==> src/rtl/seq_divider.sv <==
// ---------------------------------------------------------------------------
// seq_divider
//
// Multi-cycle integer divider for the ALU. It takes the magnitudes of the
// operands, runs a restoring division one quotient bit per cycle, and then
// re-applies the signs to the quotient and remainder. The control unit drives
// it with a start/done handshake and stalls while busy is high.
//
// Ports
//   clk          system clock, rising edge
//   rst          synchronous active-high reset
//   start        request a division (accepted only when idle)
//   signed_op    1 = two's complement division, 0 = unsigned
//   dividend     numerator, sampled with start
//   divisor      denominator, sampled with start
//   quotient     result quotient, held until the next accepted start
//   remainder    result remainder, held until the next accepted start
//   busy         high from the cycle after an accepted start up to and
//                including the done cycle
//   done         one-cycle pulse, results valid
//   div_by_zero  divisor was zero, held with the results
// ---------------------------------------------------------------------------
module seq_divider #(
  parameter int WIDTH = 32
) (
  input  logic             clk,
  input  logic             rst,
  input  logic             start,
  input  logic             signed_op,
  input  logic [WIDTH-1:0] dividend,
  input  logic [WIDTH-1:0] divisor,
  output logic [WIDTH-1:0] quotient,
  output logic [WIDTH-1:0] remainder,
  output logic             busy,
  output logic             done,
  output logic             div_by_zero
);

  localparam int CW = $clog2(WIDTH);

  typedef enum logic [2:0] {
    S_IDLE,
    S_ABS,
    S_ITER,
    S_SIGN,
    S_DONE
  } state_t;

  state_t state_q, state_d;

  // dvd_q holds the dividend; during the iterations it shifts left and the
  // quotient bits fill in from the bottom, so it ends up holding Q.
  logic [WIDTH-1:0] dvd_q, dvd_d;
  logic [WIDTH-1:0] dvs_q, dvs_d;
  logic [WIDTH:0]   pr_q, pr_d;
  logic [CW-1:0]    cnt_q, cnt_d;
  logic [WIDTH-1:0] quot_q, quot_d;
  logic [WIDTH-1:0] rem_q, rem_d;
  logic             sgn_q, sgn_d;
  logic             qneg_q, qneg_d;
  logic             rneg_q, rneg_d;
  logic             dbz_q, dbz_d;
  logic             busy_q, busy_d;
  logic             done_q, done_d;

  logic [WIDTH:0]   shifted_pr;
  logic [WIDTH:0]   trial;
  logic             dvd_neg;
  logic             dvs_neg;

  // Datapath helpers shared by the ABS and ITER states.
  assign shifted_pr = {pr_q[WIDTH-1:0], dvd_q[WIDTH-1]};
  assign trial      = shifted_pr - {1'b0, dvs_q};
  assign dvd_neg    = sgn_q & dvd_q[WIDTH-1];
  assign dvs_neg    = sgn_q & dvs_q[WIDTH-1];

  always_comb begin
    state_d = state_q;
    dvd_d   = dvd_q;
    dvs_d   = dvs_q;
    pr_d    = pr_q;
    cnt_d   = cnt_q;
    quot_d  = quot_q;
    rem_d   = rem_q;
    sgn_d   = sgn_q;
    qneg_d  = qneg_q;
    rneg_d  = rneg_q;
    dbz_d   = dbz_q;
    busy_d  = busy_q;
    // done is registered one cycle behind the DONE state so the pulse lands
    // on the cycle after the DONE edge; busy drops together with it.
    done_d  = (state_q == S_DONE);
    if (done_q) begin
      busy_d = 1'b0;
    end

    unique case (state_q)
      S_IDLE: begin
        // The cycle carrying the done pulse still counts as the tail of the
        // previous operation, so a start there is ignored.
        if (start && !done_q) begin
          dvd_d  = dividend;
          dvs_d  = divisor;
          sgn_d  = signed_op;
          busy_d = 1'b1;
          if (divisor == '0) begin
            quot_d  = '1;
            rem_d   = dividend;
            dbz_d   = 1'b1;
            state_d = S_DONE;
          end else begin
            quot_d  = '0;
            rem_d   = '0;
            dbz_d   = 1'b0;
            state_d = S_ABS;
          end
        end
      end

      S_ABS: begin
        dvd_d   = dvd_neg ? -dvd_q : dvd_q;
        dvs_d   = dvs_neg ? -dvs_q : dvs_q;
        qneg_d  = dvd_neg ^ dvs_neg;
        rneg_d  = dvd_neg;
        pr_d    = '0;
        cnt_d   = CW'(WIDTH - 1);
        state_d = S_ITER;
      end

      S_ITER: begin
        // A clear top bit on the 33-bit trial means the divisor fits.
        if (!trial[WIDTH]) begin
          pr_d  = trial;
          dvd_d = {dvd_q[WIDTH-2:0], 1'b1};
        end else begin
          pr_d  = shifted_pr;
          dvd_d = {dvd_q[WIDTH-2:0], 1'b0};
        end
        cnt_d = cnt_q - 1'b1;
        if (cnt_q == '0) begin
          state_d = S_SIGN;
        end
      end

      S_SIGN: begin
        quot_d  = qneg_q ? -dvd_q : dvd_q;
        rem_d   = rneg_q ? -pr_q[WIDTH-1:0] : pr_q[WIDTH-1:0];
        state_d = S_DONE;
      end

      S_DONE: begin
        state_d = S_IDLE;
      end

      default: begin
        state_d = S_IDLE;
      end
    endcase
  end

  always_ff @(posedge clk) begin
    if (rst) begin
      state_q <= S_IDLE;
      dvd_q   <= '0;
      dvs_q   <= '0;
      pr_q    <= '0;
      cnt_q   <= '0;
      quot_q  <= '0;
      rem_q   <= '0;
      sgn_q   <= 1'b0;
      qneg_q  <= 1'b0;
      rneg_q  <= 1'b0;
      dbz_q   <= 1'b0;
      busy_q  <= 1'b0;
      done_q  <= 1'b0;
    end else begin
      state_q <= state_d;
      dvd_q   <= dvd_d;
      dvs_q   <= dvs_d;
      pr_q    <= pr_d;
      cnt_q   <= cnt_d;
      quot_q  <= quot_d;
      rem_q   <= rem_d;
      sgn_q   <= sgn_d;
      qneg_q  <= qneg_d;
      rneg_q  <= rneg_d;
      dbz_q   <= dbz_d;
      busy_q  <= busy_d;
      done_q  <= done_d;
    end
  end

  assign quotient    = quot_q;
  assign remainder   = rem_q;
  assign busy        = busy_q;
  assign done        = done_q;
  assign div_by_zero = dbz_q;

endmodule

==> config.mk <==
export PLATFORM = sky130hd
export DESIGN_NAME = seq_divider
export DESIGN_NICKNAME = d
export VERILOG_FILES = /design/src/rtl/seq_divider.sv
export SDC_FILE = /design/constraint.sdc
export NUM_CORES = 1
export LEC_CHECK = 0
export ABC_AREA = 0
export CAP_MARGIN = 20
export CELL_PAD_IN_SITES_DETAIL_PLACEMENT = 0
export CELL_PAD_IN_SITES_GLOBAL_PLACEMENT = 1
export CORE_ASPECT_RATIO = 1.25
export CORE_MARGIN = 8
export CORE_UTILIZATION = 25
export CTS_BUF_LIST = sky130_fd_sc_hd__clkbuf_8
export CTS_CLUSTER_SIZE = 12
export DETAILED_ROUTE_END_ITERATION = 6
export GPL_TIMING_DRIVEN = 0
export HOLD_SLACK_MARGIN = 0.08
export PLACE_DENSITY = 0.5
export SLEW_MARGIN = 20
export SYNTH_ARGS = -nofsm -noshare
export SYNTH_HDL_FRONTEND = slang
export SYNTH_SLANG_ARGS = --single-unit
==> constraint.sdc <==
create_clock -name clk -period 5.9 [get_ports clk]
set_input_delay 1.18 -clock clk [delete_from_list [all_inputs] [get_ports clk]]
set_output_delay 1.18 -clock clk [all_outputs]
set_load 0.01 [all_outputs]
==> results_dict.tcl <==
set metrics [dict create \
    cts_setup_buffers 0 \
    synth_top_cell_by_area "dfxtp_1" \
    grt.busiest_layer "met2" \
    core_area_sq_um 44120 \
    cts_buffer_depth 2 \
    io_pins 135 \
    p_leak_nw 5.063 \
    fin_crit_sh 0.8372 \
    syn-instance-count 1502 \
    final_util 0.3088 \
    maxSlewViolCount 0 \
    initial_core_util 0.2528 \
    crit_required_ps 6280 \
    fin_nets 1760 \
    post_cts_resized 0 \
    met2_usage 0.3623 \
    async_flop_share 0 \
    ys_seq_elements 174 \
    powerDensity_nw_per_um2 271.2 \
    clkLatencyLatePin_ps 520 \
    combPwrFrac 0.359 \
    drt-total-wl_mm 52.55 \
    skew_ps 18.94 \
    syn_avg_cell_area_sq_um 7.424 \
    multi_input_area_sq_um 7047 \
    cts_hold_buf 0 \
    synth_seq_area_share 0.3124 \
    worst-setup-path-type "reg -> reg" \
    net-switching-power_mw 1.442 \
    vias 11880 \
    portBuffers 133 \
    die_h_microns 252.1 \
    worstSetupEndpointType "flip-flop" \
    syn_area_sq_um 11150 \
    ys_top_cells_by_area "dfxtp_1, nor2_1, a21oi_1" \
    cp.arrival_ps 5320 \
    yosysUniqueCellTypes 70 \
    setup_violations 0 \
    yosysWarningCount 0 \
    placed_cells 2207 \
    drt_pass1_iterations 6 \
    yosysTopAreaCellShare 0.3124 \
    rsz0062_at_grt "no" \
    path_max_fanout 10 \
    maxSlewHeadroom 0.2828 \
    grt_use_met3 0.02590 \
    clk_pin_slew_worst_paths_ps 100 \
    hold_path.class "reg -> reg" \
    fill_cells 4898 \
    wl_per_cell_microns 23.47 \
    status "complete, no violations" \
    synth_top_cells_by_count "nor2_1, dfxtp_1, nand2_1, a21oi_1, o21ai_0" \
    root_buffer "clkbuf_8" \
    area_growth_pct 22.20 \
    pwr-share-seq 0.378 \
    drc 0 \
    die_w_microns 204.9 \
    placementRows 86 \
    cts_tree "done" \
    register_area_sq_um 3483 \
    tritoncts_num_sinks 174 \
    detail-route-antenna-nets 0 \
    worst-slew-pin-transition_ps 1068 \
    initialDrtViolationCount 766 \
    grtUsageMet1 0.2298 \
    p_clk_frac 0.263 \
    vdd_drop_max_uv 155.2 \
    min_period_ps 4939 \
    grt-ovfl-total 0 \
    viasPerCell 5.306 \
    layout_setup_ws_ps 960.6 \
    internal_power_mw 2.253 \
    grt_pass1_wl_mm 77.58 \
    tns_ps 0 \
    track_usage 0.2005 \
    cts_made_buffers 17 \
    die_area_sq_um 51660 \
    dpl_worst_slack_ps 867.2 \
    place.gp.congestion 0.8464 \
    syn_nets 1608 \
    crit_path_start_kind "flip-flop" \
    report.final.hold_viol_count 0 \
    antenna_found_initial 0 \
    layout.cells.non_filler 2239 \
    grt_max_degree 17 \
    dpl.hpwl_mm 41.51 \
    timing.fmax_mhz 202.5 \
    synth-edff-count 0 \
    drive_above_1_share 0.03719 \
    synthFlopType "dfxtp_1" \
    cts.htree.levels 4 \
    drv_cap 0 \
    grt_pass1_vias 12040 \
    hold_ws_ps 456.9 \
    p_sw_frac 0.3902 \
    yosysMostFrequentCell "nor2_1" \
    diodes 0 \
]
registers in the layout, indices dropped and copies added (netlist names), 3 cells and up:
register / cells
dvs_q: 32
pr_q: 32
cnt_q: 5
dvd_q: 32
state_q: 3
quotient: 32
remainder: 32
worst max-delay path: stages, from the launching register on:
cell	delay [ps]
dfxtp_1	490
inv_1	170
ha_1	260
fa_1	410
nand2b_1	180
a21oi_1	210
nor3b_1	120
o21ai_0	470
a21oi_1	130
or3_1	530
o21a_1	240
o211ai_1	780
buf_2	460
mux2i_1	240
o21ai_0	90
cells in the final DEF, fill, tap and decap left out, drive strengths merged, types with 19 or more instances in the layout:
master	n
or3	28
xnor2	58
nand2	135
mux2i	27
xor2	28
clkbuf	116
nor3	85
nand3	19
o21ai	112
dfxtp	174
ha	37
clkdlybuf4s50	133
a221oi	48
inv	49
nor2	213
a22oi	20
a211oi	25
a21oi	127
logic make-up (layout without fill, tap and decap cells):
logic type	Yosys count	count (layout)	share of synthesized area
AO/OA/AOI/OAI	441	441	0.2555
XOR/XNOR	86	86	0.06755
adder cells (fa/ha/maj)	38	38	0.04331
buffers and inverters	161	326	0.05565
flip-flops	174	174	0.3124
multiplexers	28	28	0.02525
AND/OR/NAND/NOR	574	574	0.2403
cell type report:
class	instances	share of cell area
buffer	113	0.03232
clock buffer	17	0.01717
clock inverter	15	0.01423
inverter	48	0.01322
multi-input combinational	1167	0.5172
sequential	174	0.2556
tap	572	0.05253
timing repair buffer	133	0.09770
power groups by stage:
stage / clock (mW) / sequential [mW] / combinational [mW]
global route: 1.05 / 1.41 / 1.46
CTS: 1.01 / 1.40 / 1.34
floorplan: 0 / 1.41 / 0.813
finish: 0.973 / 1.40 / 1.33
global placement: 0 / 1.42 / 1.33
detailed placement: 0 / 1.42 / 1.33
final timing paths:
check                               from                endpoint  slack (ps)  cells after the start
setup / recovery  dvd_q[31]$_SDFFE_PP0P_    pr_q[6]$_SDFFE_PP0N_         960                     14
hold / removal    dvs_q[21]$_SDFFE_PP0P_  dvs_q[21]$_SDFFE_PP0P_         460                      2
hold reg to reg   dvs_q[21]$_SDFFE_PP0P_  dvs_q[21]$_SDFFE_PP0P_         460                      2
setup reg to reg  dvd_q[31]$_SDFFE_PP0P_    pr_q[6]$_SDFFE_PP0N_         960                     14
per-stage QoR:
step | instance area [sq um] | total power [mW]
6_report | 13630 | 3.695
4_1_cts | 13630 | 3.747
3_3_place_gp | 13200 | 2.751
2_1_floorplan | 11150 | 2.220
5_1_grt | 13630 | 3.921
3_5_place_dp | 13200 | 2.754
per-layer routing:
metal | up-vias | part of all wire
met5 | - | 0
met1 | 5729 | 0.41
met3 | 82 | 0.037
li1 | 5750 | -
met4 | 0 | 0.041
met2 | 319 | 0.51
Power figures use the tool's default switching activity.
